<file path="src/rtl/core_mem_system.sv">
// core_mem_system: loader-filled imem/dmem responder for the 8-bit core, with run-cycle count and self-jump halt
module core_mem_system #(
  parameter int ADDR_W   = 5,
  parameter int DATA_W   = 8,
  parameter int HALT_CYC = 2,
  parameter int CNT_W    = 16
) (
  input  logic              clk,
  input  logic              reset,
  input  logic [ADDR_W-1:0] pc,
  output logic [DATA_W-1:0] instruction,
  input  logic              rd_mem,
  input  logic              wr_mem,
  input  logic [ADDR_W-1:0] address,
  input  logic [DATA_W-1:0] data_o,
  output logic [DATA_W-1:0] data_i,
  output logic              core_rst,
  input  logic              ld_valid,
  output logic              ld_ready,
  input  logic [DATA_W-1:0] ld_data,
  input  logic              ld_last,
  input  logic              restart,
  input  logic [ADDR_W-1:0] dbg_addr,
  output logic [DATA_W-1:0] dbg_data,
  output logic              running,
  output logic              halted,
  output logic [CNT_W-1:0]  cycle_count
);
  localparam int SW = $clog2(HALT_CYC + 1);
  typedef enum logic [1:0] {IDLE, LOAD, RUN, HALT} state_t;
  state_t state_q, state_d;
  logic [ADDR_W:0] ld_addr_q, ld_addr_d;
  logic [SW-1:0] stall_cnt_q, stall_cnt_d;
  logic [CNT_W-1:0] cycle_count_q, cycle_count_d;
  logic [ADDR_W-1:0] pc_q, pc_d;
  logic pc_vld_q, pc_vld_d;
  logic [DATA_W-1:0] imem [2**ADDR_W];
  logic [DATA_W-1:0] dmem [2**ADDR_W];
  logic ld_acc, imem_we, dmem_we;
  logic [ADDR_W-1:0] dmem_wa;
  logic [DATA_W-1:0] dmem_wd;
  always_comb begin
    state_d = state_q;
    ld_addr_d = ld_addr_q;
    stall_cnt_d = stall_cnt_q;
    cycle_count_d = cycle_count_q;
    pc_d = pc;
    pc_vld_d = 1'b0;
    ld_acc = state_q == LOAD && ld_valid;
    imem_we = ld_acc && !ld_addr_q[ADDR_W];
    dmem_we = (ld_acc && ld_addr_q[ADDR_W]) || (state_q == RUN && wr_mem);
    dmem_wa = state_q == RUN ? address : ld_addr_q[ADDR_W-1:0];
    dmem_wd = state_q == RUN ? data_o : ld_data;
    if (state_q == IDLE) begin
      ld_addr_d = '0;
      cycle_count_d = '0;
      stall_cnt_d = '0;
      if (ld_valid) state_d = LOAD;
    end
    if (ld_acc) begin
      ld_addr_d = ld_addr_q + 1'b1;
      if (ld_last || &ld_addr_q) state_d = RUN;
    end
    if (state_q == RUN) begin
      cycle_count_d = &cycle_count_q ? cycle_count_q : cycle_count_q + 1'b1;
      pc_vld_d = 1'b1;
      stall_cnt_d = (pc_vld_q && pc == pc_q) ? stall_cnt_q + 1'b1 : '0;
      if (stall_cnt_d == SW'(HALT_CYC)) state_d = HALT;
    end
    if (restart) state_d = IDLE;
  end
  always_ff @(posedge clk) begin
    pc_q <= pc_d;
    if (!reset) begin
      state_q <= IDLE;
      ld_addr_q <= '0;
      stall_cnt_q <= '0;
      cycle_count_q <= '0;
      pc_vld_q <= 1'b0;
    end else begin
      state_q <= state_d;
      ld_addr_q <= ld_addr_d;
      stall_cnt_q <= stall_cnt_d;
      cycle_count_q <= cycle_count_d;
      pc_vld_q <= pc_vld_d;
    end
  end
  always_ff @(posedge clk) begin
    if (reset && imem_we) imem[ld_addr_q[ADDR_W-1:0]] <= ld_data;
    if (reset && dmem_we) dmem[dmem_wa] <= dmem_wd;
  end
  assign running = state_q == RUN;
  assign halted = state_q == HALT;
  assign core_rst = !running;
  assign ld_ready = state_q == LOAD;
  assign instruction = running ? imem[pc] : '0;
  assign data_i = (running && rd_mem) ? dmem[address] : '0;
  assign dbg_data = dmem[dbg_addr];
  assign cycle_count = cycle_count_q;
endmodule

</file>
<file path="config.mk">
export PLATFORM = sky130hd
export DESIGN_NAME = core_mem_system
export DESIGN_NICKNAME = d
export VERILOG_FILES = /design/src/rtl/core_mem_system.sv
export SDC_FILE = /design/constraint.sdc
export NUM_CORES = 1
export LEC_CHECK = 0
export BUFFER_PORTS_ARGS = -buffer_cell sky130_fd_sc_hd__buf_4
export CORE_UTILIZATION = 55
export DETAILED_ROUTE_END_ITERATION = 16
export MAX_ROUTING_LAYER = met4
export PLACE_DENSITY_LB_ADDON = 0.3
export SYNTH_ARGS = -nofsm -noshare
export SYNTH_HDL_FRONTEND = slang
export SYNTH_SLANG_ARGS = --single-unit
</file>
<file path="constraint.sdc">
create_clock -name clk -period 3.8 [get_ports clk]
set_input_delay 0.76 -clock clk [delete_from_list [all_inputs] [get_ports clk]]
set_output_delay 0.76 -clock clk [all_outputs]
set_load 0.005 [all_outputs]
</file>
==> results of run 1 <==
flip-flops by register name (all words and copies together), names as in the netlist:
name,flops
cycle_count,16
dmem,256
imem,256
ld_addr_q,6
pc_q,5
pc_vld_q,1
stall_cnt_q,2
state_q,2
cell usage in the layout (no fill, tap or decap), types with 11 or more instances in the layout:
master / instances
mux2i_1: 64
edfxtp_1: 512
dfxtp_1: 32
a221o_1: 11
clkbuf_16: 55
a31oi_1: 16
mux2_2: 14
clkbuf_1: 11
buf_12: 12
nand2_1: 71
a22oi_1: 16
nor2_1: 83
nor3_1: 11
buf_4: 109
a21oi_1: 21
mux4_2: 200
critical path, cell delays in order, from the launching register on:
cell and delay, ps:
dfxtp_1 660, nand2b_1 160, inv_2 310, nand2_1 290, a221o_1 410, a31oi_1 250, buf_4 160
power by group:
group	leakage, uW	switching (uW)	total (uW)	internal (uW)
Sequential	0.00486	5.41	6560	6560
Clock	0.000868	2250	5370	3120
Combinational	0.00295	401	728	327
layer usage:
layer	GRT usage [%]	share of wire, %
met3	5.69	9.6
met5	-	0
met1	35.5	39
met4	9.56	3.3
met2	39.9	48
metrics by stage:
step | setup slack [ps] | total power (uW) | area [um2] | hold slack (ps) | instances
5_1_grt | 3.90 | 13000 | 26800 | 359 | 1941
6_report | 183 | 12700 | 26800 | 370 | 1941
4_1_cts | 192 | 12700 | 26800 | 338 | 1941
3_3_place_gp | 317 | 7390 | 25000 | 452 | 1842
3_5_place_dp | 280 | 7420 | 25000 | 465 | 1842
2_1_floorplan | 579 | 7140 | 23600 | 439 | 1258
worst paths after layout:
check	start	endpoint	slack, ps
worst max-delay path	state_q[1]	data_i[3]	180
worst min-delay path	pc[4]	pc_q[4]	370
worst max register to register	state_q[0]	dmem[3][7]	770
worst min register to register	stall_cnt_q[1]	stall_cnt_q[1]	490
kinds of logic (layout without fill, tap and decap cells):
kind of cell	count (synthesis)	after routing	share of synthesized area (%)
AO/OA/AOI/OAI	106	106	3.11
flip-flops	544	544	67.7
multiplexers	278	278	22.4
AND/OR/NAND/NOR	235	235	4.65
adder cells (fa/ha/maj)	5	5	0.265
XOR/XNOR	5	5	0.185
buffers and inverters	85	229	1.62
cell type report:
class                           count  area, um2
Timing Repair Buffer              121       1060
Clock inverter                     27        298
Fill cell                        2875      15300
Clock buffer                       72       1500
Sequential cell                   544      16000
Tap cell                          539        674
Multi-Input combinational cell    629       7240
Inverter                            9       33.8
synth_stat cells, drive strengths merged (3+ instances only):
library cell	number	area (um2)
edfxtp	512	15400
mux4	200	4500
nor2	83	312
nand2	71	267
mux2i	64	641
buf	45	233
dfxtp	32	641
clkbuf	31	116
a21oi	21	105
a22oi	16	120
a31oi	16	100
mux2	14	158
o21ai	14	70.1
a221o	11	110
nor3	11	55.1
and3	10	62.6
or2	10	62.6
inv	9	33.8
nand3	7	35.0
nor2b	7	43.8
a221oi	6	52.6
nand3b	6	45.0
ha	5	62.6
nand2b	5	31.3
o211ai	5	37.5
and2	4	25.0
or4	4	30.0
xor2	4	35.0
nand4	3	18.8
nor3b	3	22.5
nor4	3	18.8
==> flow_metrics.env, run 1 <==
export IMPL_critPathLaunchType="flop"
export IMPL_worst_pin_slew_ps=1260
export IMPL_max_slew_margin_pct=15.5
export IMPL_required_ps=3040
export IMPL_path_clk_slew_ps=60
export IMPL_layout_drive_gt1_share_pct=30.7
export IMPL_maxCapViolations=0
export IMPL_io_pins=82
export IMPL_synthDistinctLibCells=56
export IMPL_grt_ovfl_total=0
export IMPL_final_min_clock_period_ps=3620
export IMPL_viasPerCell=6.60
export IMPL_crit_fanout=19
export IMPL_synth_nets=1301
export IMPL_cts_path_max_buffers=3
export IMPL_wl_per_cell_um=27.9
export IMPL_design_core_area_um2=42100
export IMPL_grt_max_degree=44
export IMPL_setup_tns_ps=0
export IMPL_synthCells=1258
export IMPL_hold_depth=1
export IMPL_cts_buffers=54
export IMPL_postCtsSetupRepairBufs=0
export IMPL_route_vias_total=12810
export IMPL_drt_wl_total_um=54200
export IMPL_hold_path_class="input pin to flop"
export IMPL_finalSetupViolCount=0
export IMPL_cellPowerDensity_nw_per_um2=472
export IMPL_drv_slew=0
export IMPL_ir_worst_vdd_uv=431
export IMPL_netlist_area_um2=23600
export IMPL_post_route_period_util_pct=95.2
export IMPL_cp_end_kind="primary output"
export IMPL_final_util_pct=63.7
export IMPL_drc_errors=0
export IMPL_final_nets=1402
export IMPL_dr_pass1_iters=5
export IMPL_cts_num_sinks=544
export IMPL_grt_pass1_wl_um=82200
export IMPL_ys_flop_type="edfxtp_1"
export IMPL_place_congestion=0.962
export IMPL_dieArea_um2=43800
export IMPL_clock_latency_ps=610
export IMPL_status="finished, final reports clean"
export IMPL_area_growth_syn_to_layout_pct=13.5
export IMPL_p_leak_uw=0.00868
export IMPL_ys_seq_area_share_pct=67.7
export IMPL_fmax_mhz=276
export IMPL_rsz0062_at_grt="no"
export IMPL_port_buffers=81
export IMPL_hold_buffers=0
export IMPL_finalHoldViolCount=0
export IMPL_cts_htree_levels=2
export IMPL_antenna_cells=0
export IMPL_dp_hpwl_um=36000
export IMPL_async_reset_ff_share_pct=0
export IMPL_arrival_ps=2860
export IMPL_dieHeight_um=209
export IMPL_grt_antenna_before_repair=0
export IMPL_die_x_um=209
export IMPL_path_class="flop to primary output"
export IMPL_synth_seq_cells=544
export IMPL_antenna_left=0
export IMPL_initial_core_util_pct=56.1
export IMPL_synth_warning_count=0
export IMPL_first_global_vias=12860
export IMPL_rr_worst_depth=5
export IMPL_finClkSkew_ps=13.8
export IMPL_root_buffer="clkbuf_16"
export IMPL_postSynthAreaPerCell_um2=18.8
export IMPL_synth_edf_count=512
export IMPL_num_rows=75
export IMPL_cts_tree="built"
export IMPL_post_cts_resized=0
export IMPL_drt_initial_drc_count=1213
export IMPL_grtUsageTotal_pct=26.3
(Power assumes the default switching activity.)
==> run 2: changes to the inputs <==
PLACE_DENSITY_LB_ADDON = 0.08   (was 0.3)
SETUP_SLACK_MARGIN = 0.1   (was not set)
==> run 2 against run 1 <==
  * Register-to-register slack improved by 200 ps
  * Critical endpoint is now data_i[1]
  * Via count rose by 2.3%
  * Cell count rose by 2.7%
  * Combinational power rose by 3.6%
  * Highest routed layer unchanged
  * Worst hold slack improved by 35 ps
  * Sequential share of layout area fell by 0.76 points
  * Wire length rose by 6.8%
  * Maximum frequency rose by 1.5%
  * Critical path type unchanged
  * First-iteration DRC count rose by 25%
  * Sequential cell count did not move
  * Die area did not move
==> flow_metrics.env, run 2 (same netlist as run 1, synthesis figures left out) <==
export IMPL_fin_cells=1994
export IMPL_antenna_cells=0
export IMPL_clock_latency_ps=610
export IMPL_p_leak_uw=0.00895
export IMPL_rsz0062_at_grt="no"
export IMPL_worst_pin_slew_ps=1250
export IMPL_hold_buffers=0
export IMPL_path_class="flop to primary output"
export IMPL_drv_slew=0
export IMPL_fmax_mhz=281
export IMPL_crit_path_top_delay_cell="a221o_1"
export IMPL_crit_fanout=19
export IMPL_design_core_area_um2=42100
export IMPL_dp_hpwl_um=37600
export IMPL_dieHeight_um=209
export IMPL_finalSetupViolCount=0
export IMPL_grt_antenna_before_repair=0
export IMPL_io_pins=82
export IMPL_final_min_clock_period_ps=3560
export IMPL_cts_path_max_buffers=3
export IMPL_drt_initial_drc_count=1521
export IMPL_area_growth_syn_to_layout_pct=14.9
export IMPL_cts_buffers=54
export IMPL_grt_pass1_wl_um=86200
export IMPL_post_cts_resized=0
export IMPL_status="finished, final reports clean"
export IMPL_cp_end_kind="primary output"
export IMPL_grt_max_degree=41
export IMPL_initial_core_util_pct=56.1
export IMPL_cts_num_sinks=544
export IMPL_layout_drive_gt1_share_pct=33.1
export IMPL_route_vias_total=13107
export IMPL_maxCapViolations=0
export IMPL_arrival_ps=2800
export IMPL_final_nets=1453
export IMPL_dr_pass1_iters=7
export IMPL_crit_family="compound AO/OA/AOI/OAI gates"
export IMPL_grtUsageTotal_pct=28.2
export IMPL_final_common_cell="edfxtp_1"
export IMPL_finClkSkew_ps=13.8
export IMPL_postCtsSetupRepairBufs=0
export IMPL_max_slew_margin_pct=16.8
export IMPL_setup_tns_ps=0
export IMPL_viasPerCell=6.57
export IMPL_required_ps=3040
export IMPL_dieArea_um2=43800
export IMPL_die_x_um=209
export IMPL_final_util_pct=64.5
export IMPL_placedCellCount=1893
export IMPL_critPathLaunchType="flop"
export IMPL_port_buffers=81
export IMPL_cts_htree_levels=2
export IMPL_hold_path_class="input pin to flop"
export IMPL_drt_wl_total_um=57800
export IMPL_crit_path_max_incr_delay_ps=430
export IMPL_post_route_period_util_pct=93.7
export IMPL_antenna_left=0
export IMPL_cellPowerDensity_nw_per_um2=467
export IMPL_drc_errors=0
export IMPL_num_fill_cells=2817
export IMPL_first_global_vias=12985
export IMPL_cts_tree="built"
export IMPL_grt_ovfl_total=0
export IMPL_finalHoldViolCount=0
export IMPL_worstPathCellList="nand2b_1 > inv_2 > nand2_1 > a221o_1 > a31oi_1 > buf_4"
export IMPL_place_congestion=0.839
export IMPL_path_clk_slew_ps=60
export IMPL_root_buffer="clkbuf_16"
export IMPL_cp_buffers_inverters=2
export IMPL_ir_worst_vdd_uv=378
export IMPL_final_cell_mix="512 x edfxtp_1, 200 x mux4_2, 161 x buf_4"
export IMPL_wl_per_cell_um=29.0
export IMPL_num_rows=75
-- run 2: per-stage QoR --
stage	power [uW]	worst slack [ps]	area [um2]	hold slack, ps
after floorplan	7140	579	23600	439
after global placement	7440	254	25400	456
after detailed placement	7450	250	25400	473
after CTS	12800	254	27200	365
after global routing	13000	103	27200	377
final	12700	238	27200	404
-- run 2: final timing paths --
kind / from / end / slack [ps] / cells past startpoint
setup / recovery: state_q[0] / data_i[1] / 240 / 6
hold / removal: pc[4] / pc_q[4] / 400 / 1
setup reg to reg: state_q[0] / dmem[19][6] / 970 / 5
hold reg to reg: stall_cnt_q[1] / stall_cnt_q[1] / 490 / 1
-- run 2: where the power goes --
part	total, uW	internal, uW	switching [uW]
Sequential	6560	6560	4.07
Combinational	754	329	425
Clock	5380	3080	2290
-- run 2: per-layer routing --
metal,global-route usage [%],part of all wire [%],vias to the layer above
li1,-,-,5555
met1,42.2,43,6837
met2,40.0,45,631
met3,5.81,9.6,84
met4,6.95,1.9,0
met5,-,0,-
-- run 2: layout make-up --
type                       count  area [um2]  area share, %
clock buffer                  66        1430           5.25
multi-input combinational    629        7240           26.7
inverter                       9        33.8          0.124
clock inverter                35         347           1.28
timing repair buffer         172        1430           5.26
tap                          539         674           2.48
sequential                   544       16000           58.9
==> run 3: changes to the inputs <==
CELL_PAD_IN_SITES_DETAIL_PLACEMENT = 0   (was not set)
CELL_PAD_IN_SITES_GLOBAL_PLACEMENT = 1   (was not set)
CORE_ASPECT_RATIO = 1.25   (was not set)
CORE_UTILIZATION = 54   (was 55)
==> run 3 against run 2 <==
  * Worst hold slack worse by 38 ps
  * Setup slack improved by 76 ps
  * Non-clock buffer count is 20 lower
  * Count of clock-buffer cells in the layout shrank 4
  * Critical endpoint is now data_i[4]
  * First-iteration DRC count fell by 28%
==> flow_metrics.env, run 3 (same netlist as run 1, synthesis figures left out) <==
export IMPL_crit_fanout=33
export IMPL_dieArea_um2=44600
export IMPL_ir_worst_vdd_uv=391
export IMPL_drc_errors=0
export IMPL_final_util_pct=62.5
export IMPL_viasPerCell=6.31
export IMPL_post_route_period_util_pct=91.7
export IMPL_finalSetupViolCount=0
export IMPL_max_slew_margin_pct=16.5
export IMPL_crit_family="buffers and inverters"
export IMPL_io_pins=82
export IMPL_antenna_left=0
export IMPL_cp_buffers_inverters=3
export IMPL_arrival_ps=2730
export IMPL_port_buffers=81
export IMPL_hold_buffers=0
export IMPL_dp_hpwl_um=37700
export IMPL_fin_ws_ps=314
export IMPL_root_buffer="clkbuf_16"
export IMPL_grt_ovfl_total=0
export IMPL_route_vias_total=12605
export IMPL_initial_core_util_pct=54.8
export IMPL_crit_path_max_incr_delay_ps=430
export IMPL_status="finished, final reports clean"
export IMPL_final_common_cell="edfxtp_1"
export IMPL_final_cell_mix="512 x edfxtp_1, 200 x mux4_2, 143 x buf_4"
export IMPL_design_core_area_um2=43200
export IMPL_postCtsSetupRepairBufs=0
export IMPL_maxCapViolations=0
export IMPL_worst_pin_slew_ps=1250
export IMPL_place_congestion=0.833
export IMPL_drt_initial_drc_count=1098
export IMPL_multi_input_area_um2=7240
export IMPL_grtUsageTotal_pct=27.3
export IMPL_critPathLaunchType="input pin"
export IMPL_dr_pass1_iters=5
export IMPL_seqCellArea_um2=16000
export IMPL_grt_antenna_before_repair=0
export IMPL_antenna_cells=0
export IMPL_cts_htree_levels=2
export IMPL_drt_wl_total_um=57100
export IMPL_die_x_um=189
export IMPL_first_global_vias=12907
export IMPL_place_ws_ps=322
export IMPL_final_nets=1432
export IMPL_path_clk_slew_ps=60
export IMPL_crit_path_top_delay_cell="buf_4"
export IMPL_whs_ps=367
export IMPL_worstPathCellList="buf_4 > buf_4 > mux4_2 > mux2i_1 > a221o_1 > a31oi_1 > buf_4"
export IMPL_required_ps=3040
export IMPL_finalHoldViolCount=0
export IMPL_fmax_mhz=287
export IMPL_layout_drive_gt1_share_pct=32.2
export IMPL_cts_path_max_buffers=3
export IMPL_dieHeight_um=236
export IMPL_wl_per_cell_um=28.6
export IMPL_grt_max_degree=44
export IMPL_critPathMostFrequentCell="buf_4"
export IMPL_rsz0062_at_grt="no"
export IMPL_cts_buffers=53
export IMPL_cts_tree="built"
export IMPL_post_cts_resized=0
export IMPL_area_growth_syn_to_layout_pct=14.2
export IMPL_clock_latency_ps=610
export IMPL_cts_num_sinks=544
export IMPL_finClkSkew_ps=18.8
export IMPL_p_leak_uw=0.00883
export IMPL_num_rows=85
export IMPL_num_fill_cells=3132
export IMPL_setup_tns_ps=0
export IMPL_drv_slew=0
export IMPL_cp_end_kind="primary output"
export IMPL_cellPowerDensity_nw_per_um2=467
export IMPL_final_min_clock_period_ps=3490
export IMPL_power_uw=12600
export IMPL_hold_path_class="input pin to flop"
export IMPL_path_class="input pin to primary output"
export IMPL_grt_pass1_wl_um=84900
-- run 3: routing by layer --
metal / global-route usage [%] / wire [um] / vias up
met5: - / 0 / -
met4: 8.63 / 1780 / 0
met3: 3.88 / 2860 / 96
met2: 45.9 / 30200 / 398
met1: 34.3 / 22200 / 6616
li1: - / - / 5495
-- run 3: final cells by class --
cell class,count,area share [%]
clock buffer,62,5.23
clock inverter,37,1.24
inverter,9,0.125
multi-input combinational,629,26.8
sequential,544,59.3
tap,565,2.62
timing repair buffer,152,4.64
-- run 3: power breakdown --
group          internal (uW)  switching (uW)
Combinational            330             429
Clock                   3060            2230
Sequential              6560            2.99
-- run 3: path summary, 6_finish.rpt --
| check | from | end | slack [ps] | cells after the start |
|---|---|---|---|---|
| min | pc[4] | pc_q[4] | 370 | 1 |
| max | address[1] | data_i[4] | 310 | 7 |
| min reg2reg | stall_cnt_q[1] | stall_cnt_q[1] | 480 | 1 |
| max reg2reg | state_q[1] | dmem[21][7] | 950 | 5 |
-- run 3: stage by stage --
step	std cells	cell area (um2)
2_1_floorplan	1258	23600
3_3_place_gp	1899	25300
3_5_place_dp	1899	25300
4_1_cts	1998	27000
5_1_grt	1998	27000
6_report	1998	27000
